### src/rtl/pipe_pkg.sv
// Shared defaults and control-field layout for pipeline stage registers.
package pipe_pkg;

  localparam int unsigned DATA_W_DEF = 160;
  localparam int unsigned CTRL_W_DEF = 10;
  localparam int unsigned CNT_W_DEF  = 16;

  // Bit positions of the control fields carried in ctrl.
  localparam int unsigned CTRL_ALUOP_LSB = 0;
  localparam int unsigned CTRL_ALUOP_W   = 4;
  localparam int unsigned CTRL_MEMWRITE  = 4;
  localparam int unsigned CTRL_REGWRITE  = 5;
  localparam int unsigned CTRL_MEMTOREG  = 6;
  localparam int unsigned CTRL_SEL_LSB   = 7;
  localparam int unsigned CTRL_SEL_W     = 3;

  // Storage movement chosen for the coming clock edge.
  typedef enum logic [2:0] {
    MOVE_IDLE,
    MOVE_LOAD_MAIN,
    MOVE_LOAD_SKID,
    MOVE_SKID_TO_MAIN,
    MOVE_DRAIN,
    MOVE_FLUSH
  } move_e;

endpackage

### src/rtl/pipe_stage_reg_if.sv
// Upstream/downstream handshake bundle of a pipeline stage register.
interface pipe_stage_reg_if
  import pipe_pkg::*;
#(
  parameter int unsigned DATA_W = DATA_W_DEF,
  parameter int unsigned CTRL_W = CTRL_W_DEF
);

  logic              in_valid;
  logic              in_ready;
  logic [DATA_W-1:0] in_data;
  logic [CTRL_W-1:0] in_ctrl;
  logic              out_valid;
  logic              out_ready;
  logic [DATA_W-1:0] out_data;
  logic [CTRL_W-1:0] out_ctrl;

  // Environment side: feeds the stage and consumes its output.
  modport master (
    output in_valid, in_data, in_ctrl, out_ready,
    input  in_ready, out_valid, out_data, out_ctrl
  );

  // Stage side.
  modport slave (
    input  in_valid, in_data, in_ctrl, out_ready,
    output in_ready, out_valid, out_data, out_ctrl
  );

endinterface

### src/rtl/pipe_stage_reg_sat_counter.sv
// Saturating up-counter used for the stage statistics.
module sat_counter #(
  parameter int unsigned CNT_W = 16
) (
  input  logic             clk,
  input  logic             reset,
  input  logic             inc,
  output logic [CNT_W-1:0] count
);

  // Count up on inc, sticking at all-ones.
  always_ff @(posedge clk) begin
    if (reset) begin
      count <= '0;
    end else if (inc && (count != '1)) begin
      count <= count + 1'b1;
    end
  end

endmodule

### src/rtl/pipe_stage_reg.sv
// Two-entry (main + skid) pipeline stage register with flush and statistics.
module pipe_stage_reg
  import pipe_pkg::*;
#(
  parameter int unsigned DATA_W = DATA_W_DEF,
  parameter int unsigned CTRL_W = CTRL_W_DEF,
  parameter int unsigned CNT_W  = CNT_W_DEF
) (
  input  logic             clk,
  input  logic             reset,
  input  logic             flush,
  pipe_stage_reg_if.slave  bus,
  output logic [CNT_W-1:0] stall_cnt,
  output logic [CNT_W-1:0] bubble_cnt
);

  logic              main_valid;
  logic [DATA_W-1:0] main_data;
  logic [CTRL_W-1:0] main_ctrl;
  logic              skid_valid;
  logic [DATA_W-1:0] skid_data;
  logic [CTRL_W-1:0] skid_ctrl;

  logic  accept;
  logic  take;
  move_e move;

  assign bus.in_ready  = !skid_valid && !flush;
  assign bus.out_valid = main_valid;
  assign bus.out_data  = main_data;
  assign bus.out_ctrl  = main_ctrl;

  assign accept = bus.in_valid && bus.in_ready;
  assign take   = main_valid && bus.out_ready;

  // Select the storage movement for the next edge; flush overrides all moves.
  always_comb begin
    move = MOVE_IDLE;
    if (flush) begin
      move = MOVE_FLUSH;
    end else if (take && skid_valid) begin
      move = MOVE_SKID_TO_MAIN;
    end else if (accept && (!main_valid || take)) begin
      move = MOVE_LOAD_MAIN;
    end else if (accept) begin
      move = MOVE_LOAD_SKID;
    end else if (take) begin
      move = MOVE_DRAIN;
    end
  end

  // Apply the selected movement; reset wins over everything.
  always_ff @(posedge clk) begin
    if (reset) begin
      main_valid <= 1'b0;
      main_data  <= '0;
      main_ctrl  <= '0;
      skid_valid <= 1'b0;
      skid_data  <= '0;
      skid_ctrl  <= '0;
    end else begin
      case (move)
        MOVE_FLUSH: begin
          // Payload is kept so out_data does not glitch; only ctrl is cleared.
          main_valid <= 1'b0;
          main_ctrl  <= '0;
          skid_valid <= 1'b0;
        end
        MOVE_SKID_TO_MAIN: begin
          main_data  <= skid_data;
          main_ctrl  <= skid_ctrl;
          skid_valid <= 1'b0;
        end
        MOVE_LOAD_MAIN: begin
          main_valid <= 1'b1;
          main_data  <= bus.in_data;
          main_ctrl  <= bus.in_ctrl;
        end
        MOVE_LOAD_SKID: begin
          skid_valid <= 1'b1;
          skid_data  <= bus.in_data;
          skid_ctrl  <= bus.in_ctrl;
        end
        MOVE_DRAIN: begin
          main_valid <= 1'b0;
        end
        default: ;
      endcase
    end
  end

  sat_counter #(.CNT_W(CNT_W)) u_stall_cnt (
    .clk   (clk),
    .reset (reset),
    .inc   (main_valid && !bus.out_ready),
    .count (stall_cnt)
  );

  sat_counter #(.CNT_W(CNT_W)) u_bubble_cnt (
    .clk   (clk),
    .reset (reset),
    .inc   (!main_valid),
    .count (bubble_cnt)
  );

endmodule

### src/flat_wrapper.sv
// flat-port wrapper written by rule: the top's interface ports become plain ports
module pipe_stage_reg_flat import pipe_pkg::*;
#(
  parameter int unsigned DATA_W = DATA_W_DEF,
  parameter int unsigned CTRL_W = CTRL_W_DEF,
  parameter int unsigned CNT_W  = CNT_W_DEF
)
  (clk, reset, flush, stall_cnt, bubble_cnt, bus_in_valid, bus_in_data, bus_in_ctrl, bus_out_ready, bus_in_ready, bus_out_valid, bus_out_data, bus_out_ctrl);
  pipe_stage_reg_if #(.DATA_W(DATA_W), .CTRL_W(CTRL_W)) bus_i ();
  input  logic clk;
  input  logic reset;
  input  logic flush;
  output logic [CNT_W-1:0] stall_cnt;
  output logic [CNT_W-1:0] bubble_cnt;
  input wire logic [$bits(bus_i.in_valid)-1:0] bus_in_valid;
  input wire logic [$bits(bus_i.in_data)-1:0] bus_in_data;
  input wire logic [$bits(bus_i.in_ctrl)-1:0] bus_in_ctrl;
  input wire logic [$bits(bus_i.out_ready)-1:0] bus_out_ready;
  output wire logic [$bits(bus_i.in_ready)-1:0] bus_in_ready;
  output wire logic [$bits(bus_i.out_valid)-1:0] bus_out_valid;
  output wire logic [$bits(bus_i.out_data)-1:0] bus_out_data;
  output wire logic [$bits(bus_i.out_ctrl)-1:0] bus_out_ctrl;
  assign bus_i.in_valid = bus_in_valid;
  assign bus_i.in_data = bus_in_data;
  assign bus_i.in_ctrl = bus_in_ctrl;
  assign bus_i.out_ready = bus_out_ready;
  assign bus_in_ready = bus_i.in_ready;
  assign bus_out_valid = bus_i.out_valid;
  assign bus_out_data = bus_i.out_data;
  assign bus_out_ctrl = bus_i.out_ctrl;
  pipe_stage_reg #(.DATA_W(DATA_W), .CTRL_W(CTRL_W), .CNT_W(CNT_W)) u_core (.clk(clk), .reset(reset), .flush(flush), .bus(bus_i), .stall_cnt(stall_cnt), .bubble_cnt(bubble_cnt));
endmodule
### config.mk
export PLATFORM = sky130hd
export DESIGN_NAME = pipe_stage_reg_flat
export DESIGN_NICKNAME = d
export VERILOG_FILES = /design/src/rtl/pipe_pkg.sv /design/src/rtl/pipe_stage_reg_if.sv /design/src/rtl/pipe_stage_reg_sat_counter.sv /design/src/rtl/pipe_stage_reg.sv /design/src/flat_wrapper.sv
export SDC_FILE = /design/constraint.sdc
export NUM_CORES = 1
export LEC_CHECK = 0
export CORE_ASPECT_RATIO = 1.4
export CORE_MARGIN = 5
export CORE_UTILIZATION = 45
export CTS_CLUSTER_SIZE = 10
export DETAILED_ROUTE_END_ITERATION = 16
export GPL_ROUTABILITY_DRIVEN = 0
export PLACE_DENSITY = 0.76
export SLEW_MARGIN = 30
export SYNTH_ARGS = -nofsm -noshare
export SYNTH_HDL_FRONTEND = slang
export SYNTH_HIERARCHICAL = 1
export SYNTH_SLANG_ARGS = --single-unit
### constraint.sdc
create_clock -name clk -period 1.6 [get_ports clk]
set_input_delay 0.32 -clock clk [delete_from_list [all_inputs] [get_ports clk]]
set_output_delay 0.32 -clock clk [all_outputs]
set_load 0.02 [all_outputs]
==> impl_metrics.env <==
export IMPL_status="complete, but fails checks"
export IMPL_violations="setup timing"
export IMPL_cp_arrival_ns=2.16
export IMPL_grt_pass1_wl_um=77050
export IMPL_cts_made_buffers=43
export IMPL_min_path_cells=3
export IMPL_n_fill_cell=2686
export IMPL_nNetsFinal=2162
export IMPL_setup_viol=139
export IMPL_power_share_clock_pct=41.2
export IMPL_dp_cells=2340
export IMPL_die_width_um=168.5
export IMPL_final_layout_size_suffix_gt1_share_pct=17.24
export IMPL_routed_wl_um=51870
export IMPL_drcViolationCount=0
export IMPL_peakVddDrop_mv=0.7364
export IMPL_antenna_found_initial=3
export IMPL_clk_insertion_delay_late_ns=0.55
export IMPL_async_flop_share_pct=0
export IMPL_power_total_mw=20.87
export IMPL_path_clk_slew_ns=0.06
export IMPL_place_area_um2=20890
export IMPL_rows=81
export IMPL_grt_max_degree=75
export IMPL_comb_power_share_pct=12.2
export IMPL_p_sw_mw=5.056
export IMPL_path_cells="buf_6, mux2_4, a31oi_4, buf_6, buf_12, buf_12, buf_16, a221o_1"
export IMPL_rsz0062_at_grt="yes"
export IMPL_clockBufferDepth=3
export IMPL_drv_slew=0
export IMPL_synth_seq_area_share_pct=47.30
export IMPL_min_from="reset"
export IMPL_synth_area_um2=15830
export IMPL_finalCritPeriodShare_pct=107.7
export IMPL_die_height_um=231.9
export IMPL_worstMarginPinSlew_ns=0.4669
export IMPL_ys_ff_latch=374
export IMPL_setup_slack_ns=-0.1231
export IMPL_synth_yosys_warnings=6
export IMPL_syn2layout_area_growth_pct=46.69
export IMPL_wire_per_inst_um=21.13
export IMPL_post_synth_xor_area_fraction_pct=0.2213
export IMPL_design_area_um2=23220
export IMPL_yosysUniqueCellTypes=38
export IMPL_synth_edf_count=0
export IMPL_synth_top_family_by_area="simple AND/OR/NAND/NOR gates"
export IMPL_hpwlAfterDp_um=32400
export IMPL_synthMuxAreaShare_pct=11.09
export IMPL_avgSynthCellArea_um2=10.29
export IMPL_intPower_mw=15.81
export IMPL_htreeDepth=2
export IMPL_cts_tree="yes"
export IMPL_drt_initial_drc_count=987
export IMPL_ant_nets=0
export IMPL_cpPeakStageDelay_ns=0.33
export IMPL_yosys_most_used_dff="dfxtp_1"
export IMPL_min_to="u_core/u_stall_cnt/count[0]"
export IMPL_seqPwrFrac_pct=46.6
export IMPL_max_slew_margin_pct=68.48
export IMPL_final_cell_count_no_fill=2454
export IMPL_reg2reg_depth=8
export IMPL_slowest_stage="dfxtp_2"
export IMPL_overflow=0
export IMPL_swShare_pct=24.23
export IMPL_r2r_start="u_core/skid_valid"
export IMPL_numPortBuffers=378
export IMPL_tns_ns=-5.821
export IMPL_synthSimpleGateAreaFrac_pct=24.36
export IMPL_syn_num_nets=1716
export IMPL_viasPerCell=5.635
export IMPL_drtPass1Iterations=6
export IMPL_synth_compound_area_share_pct=12.77
export IMPL_critPathCaptureType="register"
export IMPL_coreArea_um2=34860
export IMPL_clockRootBuffer="clkbuf_16"
export IMPL_final_util_pct=66.60
export IMPL_reg2reg_to="u_core/bus.out_data[49]"
export IMPL_hp_class="input port to register"
export IMPL_max_freq_ghz=0.5803
export IMPL_preCtsSetupSlack_ns=-0.5056
export IMPL_whs_ns=0.1517
export IMPL_pin_count=379
export IMPL_grtUsageTotal_pct=24.04
export IMPL_cts_sinks=374
export IMPL_first_global_vias=14040
export IMPL_p_per_area_nw_per_um2=898.7
export IMPL_die_area_um2=39080
export IMPL_crit_required_ns=2.03
export IMPL_timing_max_cap_violations=0
export IMPL_initial_core_util_pct=45.40
export IMPL_vias=13830
export IMPL_r2r_setup_slack_ns=-0.12
export IMPL_path_class="register to register"
export IMPL_fin_crit_ns=1.723
export IMPL_syn_inst=1539
export IMPL_hold_viol_final=0
export IMPL_fin_skew_ns=0.01855
export IMPL_p_leak_nw=9.649
export IMPL_startpoint_type="register"
export IMPL_crit_fanout=8
export IMPL_synth_fa_ha_area_share_pct=0.1581
cell usage after synthesis (14+ instances only):
cell type	count	area, µm²
nor2_1	14	52.55
nand2b_1	342	2140
a221o_1	170	1702
dfxtp_1	374	7487
a21oi_1	23	115.1
buf_2	41	205.2
or4_1	14	105.1
clkbuf_1	84	315.3
and3_1	173	1082
mux2i_1	172	1722
metal layers:
metal	global-route usage [%]	part of all wire, %
met5	0	0
met2	41.68	51
met4	12.86	5.2
met3	4.581	5.6
met1	27.98	39
final cells by class:
| type | count | area, µm² | area share [%] |
|---|---|---|---|
| timing repair buffer | 539 | 5909 | 25.45 |
| clock buffer | 52 | 1131 | 4.871 |
| clock inverter | 3 | 30.03 | 0.1293 |
| multi-input combinational | 1017 | 7953 | 34.25 |
| antenna | 3 | 7.507 | 0.03233 |
| sequential | 374 | 7575 | 32.62 |
| tap | 456 | 570.5 | 2.457 |
| inverter | 10 | 43.79 | 0.1886 |
worst max path at each step:
stage	start	end	slack [ns]	cells past startpoint
2_1_floorplan	u_core/u_bubble_cnt/count[4]	u_core/u_bubble_cnt/count[15]	0.002	4
3_3_place_gp	bus_out_ready	u_core/bus.out_data[56]	-0.49	7
3_5_place_dp	bus_out_ready	u_core/bus.out_data[82]	-0.51	7
4_1_cts	u_core/skid_valid	u_core/bus.out_data[49]	-0.14	7
5_1_grt	u_core/skid_valid	u_core/bus.out_data[77]	-0.16	8
6_report	u_core/skid_valid	u_core/bus.out_data[49]	-0.12	8
flip-flops by register name (all words and copies together), names as in the netlist:
name / cells
u_core/bus.out_ctrl: 10
u_core/bus.out_data: 160
u_core/bus.out_valid: 1
u_core/skid_ctrl: 10
u_core/skid_data: 160
u_core/skid_valid: 1
u_core/u_bubble_cnt/count: 16
u_core/u_stall_cnt/count: 16
cell families (layout without fill, tap and decap cells):
| kind of cell | count (synthesis) | after routing |
|---|---|---|
| AND/OR/NAND/NOR | 614 | 614 |
| flip-flops | 374 | 374 |
| AO/OA/AOI/OAI | 222 | 222 |
| multiplexers | 175 | 175 |
| buffers and inverters | 148 | 604 |
| XOR/XNOR | 4 | 4 |
| adder cells (fa/ha/maj) | 2 | 2 |
| other | 0 | 3 |
worst max-delay path, delay by kind of cell (launching register included):
kind	cells	cell delay, ns
AOI/OAI and AO/OA	2	0.40
buffers and inverters	5	0.67
DFF	1	0.33
muxes	1	0.21
power by group through the flow:
stage	sequential, mW	combinational [mW]	clock (mW)
after global routing	9.75	2.66	9.11
after floorplan	10.1	0.772	0
after global placement	9.93	2.36	0
final	9.73	2.54	8.61
after CTS	9.73	2.43	8.74
after detailed placement	9.93	2.40	0
timing repair:
item / in CTS / in global routing
resized for setup: 353 / 147
hold buffers: 0 / 0
pin swaps: 12 / 32
cloned: 12 / 17
endpoints found under the setup margin: 261 / 367
buffers inserted: 11 / 22
placed cells by master (no fill, tap or decap), types with 7 or more instances in the layout:
| cell | Yosys | layout |
|---|---|---|
| clkbuf_2 | 0 | 14 |
| buf_4 | 11 | 58 |
| buf_2 | 41 | 9 |
| nor3_1 | 9 | 8 |
| buf_16 | 0 | 12 |
| clkdlybuf4s50_1 | 0 | 173 |
| a221o_1 | 170 | 170 |
| buf_8 | 0 | 7 |
| nand3_1 | 12 | 8 |
| clkbuf_1 | 84 | 8 |
| buf_12 | 0 | 39 |
| dlygate4sd2_1 | 0 | 102 |
| o21ai_0 | 9 | 9 |
| or4_4 | 0 | 8 |
| a21oi_1 | 23 | 17 |
| nor2_1 | 14 | 12 |
| clkbuf_16 | 0 | 57 |
| inv_1 | 10 | 8 |
| nand2b_1 | 342 | 340 |
| buf_6 | 0 | 34 |
| dfxtp_2 | 0 | 16 |
| and3_1 | 173 | 172 |
| clkdlybuf4s15_1 | 0 | 55 |
| nand2_1 | 12 | 11 |
| dfxtp_1 | 374 | 340 |
| mux2i_1 | 172 | 167 |
| dfxtp_4 | 0 | 18 |
| o31ai_1 | 12 | 7 |
| clkdlybuf4s15_2 | 0 | 23 |
Power figures use the tool's default switching activity.
